--- src/rtl/wb_regfile_scoreboard_pkg.sv ---
// Shared sizing and types for the write-back register file and its busy scoreboard.
package wb_regfile_scoreboard_pkg;

    localparam int XLEN     = 32;
    localparam int NREG     = 32;
    localparam int REG_AW   = $clog2(NREG);
    localparam int REG_ZERO = 0;

    typedef logic [REG_AW-1:0] reg_addr_t;
    typedef logic [XLEN-1:0]   word_t;

endpackage

--- src/rtl/wb_regfile_scoreboard_reg_busy_scoreboard.sv ---
// Per-register busy bits: set at issue, cleared at write-back, and the RAW/WAW stall request.
module reg_busy_scoreboard
    import wb_regfile_scoreboard_pkg::*;
(
    input  logic             clk,
    input  logic             rst,
    input  logic             wb_write,
    input  reg_addr_t        wb_rd,
    input  reg_addr_t        rs1_addr,
    input  reg_addr_t        rs2_addr,
    input  logic             iss_valid,
    input  reg_addr_t        iss_rd,
    input  logic             iss_rs1_used,
    input  logic             iss_rs2_used,
    output logic             stall,
    output logic [NREG-1:0]  busy_mask
);

    logic [NREG-1:0] busy_q;
    logic [NREG-1:0] busy_d;
    logic            raw1;
    logic            raw2;
    logic            waw;
    logic            wb_en;

    assign wb_en = wb_write && (wb_rd != reg_addr_t'(REG_ZERO));

    // A write-back landing this cycle releases its consumer immediately, because
    // the bypass delivers the value in the same cycle.
    always_comb begin
        raw1  = iss_rs1_used && busy_q[rs1_addr] && !(wb_write && (wb_rd == rs1_addr));
        raw2  = iss_rs2_used && busy_q[rs2_addr] && !(wb_write && (wb_rd == rs2_addr));
        waw   = (iss_rd != reg_addr_t'(REG_ZERO)) && busy_q[iss_rd]
                && !(wb_write && (wb_rd == iss_rd));
        stall = iss_valid && (raw1 || raw2 || waw);
    end

    // Clear first, then set: a new producer issued this cycle keeps the bit busy.
    always_comb begin
        busy_d = busy_q;
        if (wb_en) begin
            busy_d[wb_rd] = 1'b0;
        end
        if (iss_valid && !stall && (iss_rd != reg_addr_t'(REG_ZERO))) begin
            busy_d[iss_rd] = 1'b1;
        end
        busy_d[REG_ZERO] = 1'b0;
    end

    always_ff @(posedge clk or posedge rst) begin
        if (rst) begin
            busy_q <= '0;
        end else begin
            busy_q <= busy_d;
        end
    end

    assign busy_mask = busy_q;

endmodule

--- src/rtl/wb_regfile_scoreboard.sv ---
// Architectural register file with write-through bypass on two read ports, plus the issue scoreboard.
module wb_regfile_scoreboard
    import wb_regfile_scoreboard_pkg::*;
(
    input  logic             clk,
    input  logic             rst,
    input  logic             wb_write,
    input  reg_addr_t        wb_rd,
    input  word_t            wb_data,
    input  reg_addr_t        rs1_addr,
    input  reg_addr_t        rs2_addr,
    output word_t            rs1_data,
    output word_t            rs2_data,
    // Issue handshake: iss_valid offers an instruction, !stall accepts it this cycle;
    // a stalled instruction is held unchanged and re-presented by decode.
    input  logic             iss_valid,
    input  reg_addr_t        iss_rd,
    input  logic             iss_rs1_used,
    input  logic             iss_rs2_used,
    output logic             stall,
    output logic [NREG-1:0]  busy_mask
);

    word_t regs_q [NREG];
    logic  wb_en;

    assign wb_en = wb_write && (wb_rd != reg_addr_t'(REG_ZERO));

    always_ff @(posedge clk or posedge rst) begin
        if (rst) begin
            for (int i = 0; i < NREG; i++) begin
                regs_q[i] <= '0;
            end
        end else if (wb_en) begin
            regs_q[wb_rd] <= wb_data;
        end
    end

    always_comb begin
        rs1_data = regs_q[rs1_addr];
        if (wb_en && (wb_rd == rs1_addr)) begin
            rs1_data = wb_data;
        end
        if (rs1_addr == reg_addr_t'(REG_ZERO)) begin
            rs1_data = '0;
        end
    end

    always_comb begin
        rs2_data = regs_q[rs2_addr];
        if (wb_en && (wb_rd == rs2_addr)) begin
            rs2_data = wb_data;
        end
        if (rs2_addr == reg_addr_t'(REG_ZERO)) begin
            rs2_data = '0;
        end
    end

    reg_busy_scoreboard u_scoreboard (
        .clk          (clk),
        .rst          (rst),
        .wb_write     (wb_write),
        .wb_rd        (wb_rd),
        .rs1_addr     (rs1_addr),
        .rs2_addr     (rs2_addr),
        .iss_valid    (iss_valid),
        .iss_rd       (iss_rd),
        .iss_rs1_used (iss_rs1_used),
        .iss_rs2_used (iss_rs2_used),
        .stall        (stall),
        .busy_mask    (busy_mask)
    );

endmodule

--- config.mk ---
export PLATFORM = sky130hd
export DESIGN_NAME = wb_regfile_scoreboard
export DESIGN_NICKNAME = d
export VERILOG_FILES = /design/src/rtl/wb_regfile_scoreboard_pkg.sv /design/src/rtl/wb_regfile_scoreboard_reg_busy_scoreboard.sv /design/src/rtl/wb_regfile_scoreboard.sv
export SDC_FILE = /design/constraint.sdc
export NUM_CORES = 2
export LEC_CHECK = 0
export CAP_MARGIN = 20
export CELL_PAD_IN_SITES_DETAIL_PLACEMENT = 0
export CELL_PAD_IN_SITES_GLOBAL_PLACEMENT = 1
export CORE_MARGIN = 5
export CORE_UTILIZATION = 51
export CTS_CLUSTER_SIZE = 24
export DETAILED_ROUTE_END_ITERATION = 8
export PLACE_DENSITY = 0.87
export SYNTH_ARGS = -nofsm -noshare
export SYNTH_HDL_FRONTEND = slang
export SYNTH_HIERARCHICAL = 1
export SYNTH_SLANG_ARGS = --single-unit
--- constraint.sdc ---
create_clock -name clk -period 38.1 [get_ports clk]
set_input_delay 3.81 -clock clk [delete_from_list [all_inputs] [get_ports clk]]
set_output_delay 3.81 -clock clk [all_outputs]
set_load 0.01 [all_outputs]
Word level (Yosys, flattened, before mapping):

Cells that the tools add are included.

* bits in registers: 1055
* input port bits: 58
* output and inout port bits: 97
* logic and storage cells: 105

* order comparisons: 10
* eq/ne operators: 3
* muxes and demuxes: 25
* bitwise logic cells: 6
* reductions and logical operators: 28

Operators with widths (count)
* 1024-bit bitwise mux: 1
* 32-bit 2-to-1 mux: 11
* 32-bit binary-select mux with 5-bit select: 2
* 32-bit demux with 5-bit select: 1
* 32-bit bitwise AND: 1
* 32-bit NOT: 1
* 32-bit bitwise OR: 1
* 5-bit by 6-bit < comparator with 1-bit output (second input constant): 4
* 6-bit >= comparator (second input constant): 3
* 1-bit logical AND: 18
* 5-bit NOT with 6-bit output: 3
* 1-bit binary-select mux with 5-bit select: 3
* 5-bit equality test: 3
* 1-bit demux with 5-bit select: 2
* 5-bit by 1-bit >= comparator with 1-bit output (second input constant): 2
* 5-bit zero test: 2
* 5-bit nonzero test: 2
* 6-bit by 1-bit < comparator with 1-bit output (second input constant): 1
* 1-bit 2-to-1 mux: 5
* 1-bit zero test: 4
* 1-bit logical OR: 2

Longest topological paths before layout:

* depth in word-level cells: 11
* depth in mapped cells: 9

By module:

The synthesis kept the hierarchy.

By module, submodules not included
* wb_regfile_scoreboard: times used 1, cells each 3948, area each 56043.8 µm², seq. area each 25624.6 µm²
* reg_busy_scoreboard: times used 1, cells each 276, area each 2788.9 µm², seq. area each 775.7 µm²

Worst setup path before layout:

No wires, ideal clock.

* path type: input to output
* start: input port rs2_addr[1]
* end: output port stall
* data arrival time: 5.515 ns
* slack: 28.775 ns
* cell stages on the path: 7
* path through: clkbuf_1 > mux4_2 > nor2b_1 > nor3_1 > o31a_2 > buf_4 > o21a_1

* cells in the longest elaborated chain, start to end: 7
* elaborated cells between the ends (all ways): 10

RTL lines
* start, declared: line wb_regfile_scoreboard.sv:11 `input reg_addr_t rs2_addr,`
* 1-bit binary-select mux with 5-bit select / 5-bit equality test (equally long branches): line wb_regfile_scoreboard_reg_busy_scoreboard.sv:32 `raw2 = iss_rs2_used && busy_q[rs2_addr] && !(wb_write && (wb_rd == rs2_addr));`
* 1-bit 2-to-1 mux (not written as such) / 1-bit logical AND (equally long branches): line wb_regfile_scoreboard_reg_busy_scoreboard.sv:32
* 1-bit logical AND / 1-bit zero test (equally long branches): line wb_regfile_scoreboard_reg_busy_scoreboard.sv:32
* 1-bit logical AND *: line wb_regfile_scoreboard_reg_busy_scoreboard.sv:32
* 1-bit logical OR * (2 in a row): line wb_regfile_scoreboard_reg_busy_scoreboard.sv:35 `stall = iss_valid && (raw1 || raw2 || waw);`
* 1-bit logical AND *: line wb_regfile_scoreboard_reg_busy_scoreboard.sv:35
* end, declared: line wb_regfile_scoreboard.sv:20 `output logic stall,`

Mark *: on every way between the ends. The rest lies on a longest branch, timed or not. The select of a mux whose other input is x is not followed.

Worst setup path in the final report:

* start: input port rs1_addr[0]
* end: output port rs1_data[28]

* cells in the longest elaborated chain, start to end: 6
* elaborated cells between the ends (all ways): 9

RTL lines
* start, declared: line wb_regfile_scoreboard.sv:10 `input reg_addr_t rs1_addr,`
* 5-bit NOT with 6-bit output (not written as such): line wb_regfile_scoreboard.sv:40 `rs1_data = regs_q[rs1_addr];`
* 32-bit binary-select mux with 5-bit select: line wb_regfile_scoreboard.sv:40
* 32-bit 2-to-1 mux (not written as such) (2 in a row): line wb_regfile_scoreboard.sv:40
* 32-bit 2-to-1 mux: line wb_regfile_scoreboard.sv:41 `if (wb_en && (wb_rd == rs1_addr)) begin`
* 32-bit 2-to-1 mux *: line wb_regfile_scoreboard.sv:44 `if (rs1_addr == reg_addr_t'(REG_ZERO)) begin`
* end, declared: line wb_regfile_scoreboard.sv:12 `output word_t rs1_data,`

Marked as above.

==> impl_metrics.csv <==
group,metric,value,unit
global_route,antenna_found_initial,8,
placement,port_buffers,153,
synth,synthFlopType,"dfrtp_1",
sta,period_share,32.18,%
synth,netlist_area,58830,sq um
clock_network,root_buffer,"clkbuf_16",
global_route,grt_pass1_vias,41580,
sta,period_minus_slack,12.26,ns
die,die_h,349.6,um
job,cap_violations,0,
synth,avgSynthCellArea,13.93,sq um
pwr,p_leak,28.16,nW
synth,synth_edf_count,0,
pwr,comb_power_share,21.8,%
sta,max_slew_margin,23.93,%
synth,netlist.area_leader.share,44.87,%
pwr,ir_drop,0.00004071,V
sta,tightest_slew,1.137,ns
sta,clock_skew,0.01737,ns
sta,setup-violations-final,0,
routing,postRouteWirelength,196600,um
die,io_pins,155,
global_route,grtUsageTotal,31.70,%
synth,ys_ff_latch,1055,
clock_network,htreeDepth,3,
critical_path,startpoint_type,"primary input",
clock_network,post_cts_resized,0,
critical_path,path_common_cell,"a22oi_1",
global_route,globalRoute.totalOverflow,0,
critical_path,end_kind,"primary output",
global_route,grt_max_degree,174,
critical_path,worstReg2RegStart,"u_scoreboard/busy_mask[17]",
critical_path,crit_path_cell_trace,"buf_8, buf_12, buf_4, mux2i_1, a22oi_1, a211oi_1, or4_1, a22oi_1, clkdlybuf4s50_1",
critical_path,r2r_cells,6,
clock_network,cts_setup_buffers,0,
pwr,power.switching,0.9724,mW
critical_path,cp_max_fo,115,
synth,ys_seq_area_share,44.87,%
routing,via_per_inst,7.113,
critical_path,max_stage_delay,0.93,ns
routing,post_drt_wl_per_cell,34.05,um
routing,drc,0,
hold_path,holdPathStages,0,
layout,final_common_cell,"mux2_2",
die,core_area,114500,sq um
critical_path,r2r_end,"u_scoreboard/busy_mask[22]",
layout,nets,4212,
sta,worst_slack,25.84,ns
pwr,power,3.429,mW
layout,drive_above_1_share,45.04,%
pwr,clkPwrFrac,34.3,%
critical_path,crit_buf_inv,4,
synth,synth_warnings,6,
die,dieArea,122300,sq um
critical_path,cp.arrival,8.45,ns
pwr,p_int,2.457,mW
clock_network,cts_made_buffers,111,
routing,num_vias,41060,
critical_path,cp.required,34.29,ns
die,rows,124,
clock_network,clkSlewWorstSetupHoldPaths,0.06,ns
synth,syn-num-nets,4282,
die,die_width,349.6,um
placement,preCtsSetupSlack,25.88,ns
placement,gp_routability_congestion,0.8415,
status,status,"finished clean",
sta,setup_tns,0,ns
pwr,switching_share,28.36,%
synth,async_flop_share,100.0,%
placement,dp_hpwl,107400,um
critical_path,crit_slowest_cell,"buf_4",
hold_path,whs_endpoint,"regs_q[1014]",
global_route,grt_pass1_wl,286300,um
sta,maxSlewViolCount,0,
hold_path,hp-class,"flip-flop to flip-flop",
critical_path,cp_top_family,"buffers and inverters",
synth,yosys-top-cells-area,"dfrtp_1, mux2_2, mux4_2",
sta,timing.fmax,81.56,MHz
layout,area_delta_synth_final,10.80,%
synth,yosysTopAreaCell,"dfrtp_1",
clock_network,holdBufCountCts,0,
pwr,pwr_density_cell,52.61,nW/um^2
sta,finalHoldViolCount,0,
layout,layout_common_cells,"mux2_2, dfrtp_1, mux4_2",
sta,rsz0062_at_grt,"false",
die,start_util,51.38,%
critical_path,regToRegSetupSlack,35.66,ns
synth,synth_cell_types,73,
hold_path,hp-start,"regs_q[1014]",
clock_network,clkLatencyLatePin,0.71,ns
clock_network,cts.sinks,1055,
critical_path,worst-setup-path-type,"primary input to primary output",
synth,synth_cells,4224,
routing,initialDrtViolationCount,5463,
clock_network,clockBufferDepth,3,
routing,antenna_left,0,
pwr,seqPwrFrac,43.9,%
clock_network,cts_tree,"yes",
routing,first_pass_iters,9,
routing by layer:
| metal | GRT usage (%) | vias up | share of wire [%] |
|---|---|---|---|
| li1 | - | 16160 | - |
| met1 | 43.47 | 21650 | 39 |
| met2 | 47.19 | 2655 | 44 |
| met3 | 8.792 | 587 | 11 |
| met5 | 0 | - | 0.032 |
| met4 | 15.10 | 8 | 5.4 |
kinds of logic (layout without fill, tap and decap cells):
group,Yosys count,count (layout),share of synthesized area [%]
compound gates,488,488,6.495
flops,1055,1055,44.87
buf+inv,480,508,4.419
other cells,1,10,0.006374
simple gates,404,404,3.607
mux,1771,1771,40.23
xor+xnor,25,25,0.3722
area by class of cell:
class / count / area, sq um
Timing Repair Buffer: 289 / 2818
Multi-Input combinational cell: 2689 / 30050
Tap cell: 1512 / 1892
Clock inverter: 56 / 706.9
Inverter: 8 / 37.54
Antenna cell: 9 / 22.52
Clock buffer: 155 / 3263
Fill cell: 9011 / 49310
Sequential cell: 1055 / 26400
cells in the mapped netlist (all sizes together), types with 10 or more instances:
cell	instances
nor3b	25
xnor2	15
clkbuf	189
nor2b	30
o22a	10
nand3	10
a211oi	39
dfrtp	1055
mux2	1116
mux4	361
nand3b	14
o22ai	79
o21ai	66
a21oi	33
buf	283
a221oi	59
o221ai	13
a2111oi	28
a211o	16
mux2i	294
a221o	36
nor4	12
xor2	10
nand2b	13
o31ai	32
nor3	96
a22o	26
nand2	71
nor2	93
a22oi	32
sequential cells by signal, indices dropped and copies added (netlist names):
| register | flops |
|---|---|
| u_scoreboard/busy_mask | 31 |
| regs_q | 1024 |
metrics by stage:
stage          utilization [%]  hold slack, ns  cells  cell area [sq um]
2_1_floorplan                -          0.4413   4224              58830
3_3_place_gp             53.21          0.3764   5543              60920
3_5_place_dp             53.26          0.3833   5545              60980
4_1_cts                  56.72          0.3966   5756              64950
5_1_grt                  56.91          0.4095   5764              65160
6_report                 56.93          0.3985   5773              65190
how the worst max path moves through the flow:
| stage | startpoint | end | slack [ns] | cells after the start |
|---|---|---|---|---|
| finish | rs1_addr[0] | rs1_data[28] | 25.84 | 9 |
| detailed placement | rs1_addr[0] | rs1_data[28] | 25.88 | 9 |
| floorplan | rst | regs_q[0] | 5.47 | 1 |
| global route | rs1_addr[0] | rs1_data[28] | 25.61 | 9 |
| global placement | rs1_addr[0] | rs1_data[28] | 25.91 | 9 |
| CTS | rs1_addr[0] | rs1_data[28] | 25.87 | 9 |
worst reg2reg max path, delay by kind of cell (launching register included):
| kind | cells | cell delay [ns] |
|---|---|---|
| compound gates | 3 | 0.88 |
| buf+inv | 1 | 0.30 |
| flops | 1 | 0.44 |
| mux | 1 | 0.54 |
| simple gates | 1 | 0.20 |
power groups by stage:
stage	sequential, mW	clock, mW	combinational (mW)
final	1.51	1.18	0.747
after global routing	1.53	1.23	0.797
after CTS	1.50	1.18	0.740
after detailed placement	1.51	0	0.735
after global placement	1.50	0	0.717
after floorplan	1.47	0	0.560
Note: power is estimated with default switching activity, not from simulation.
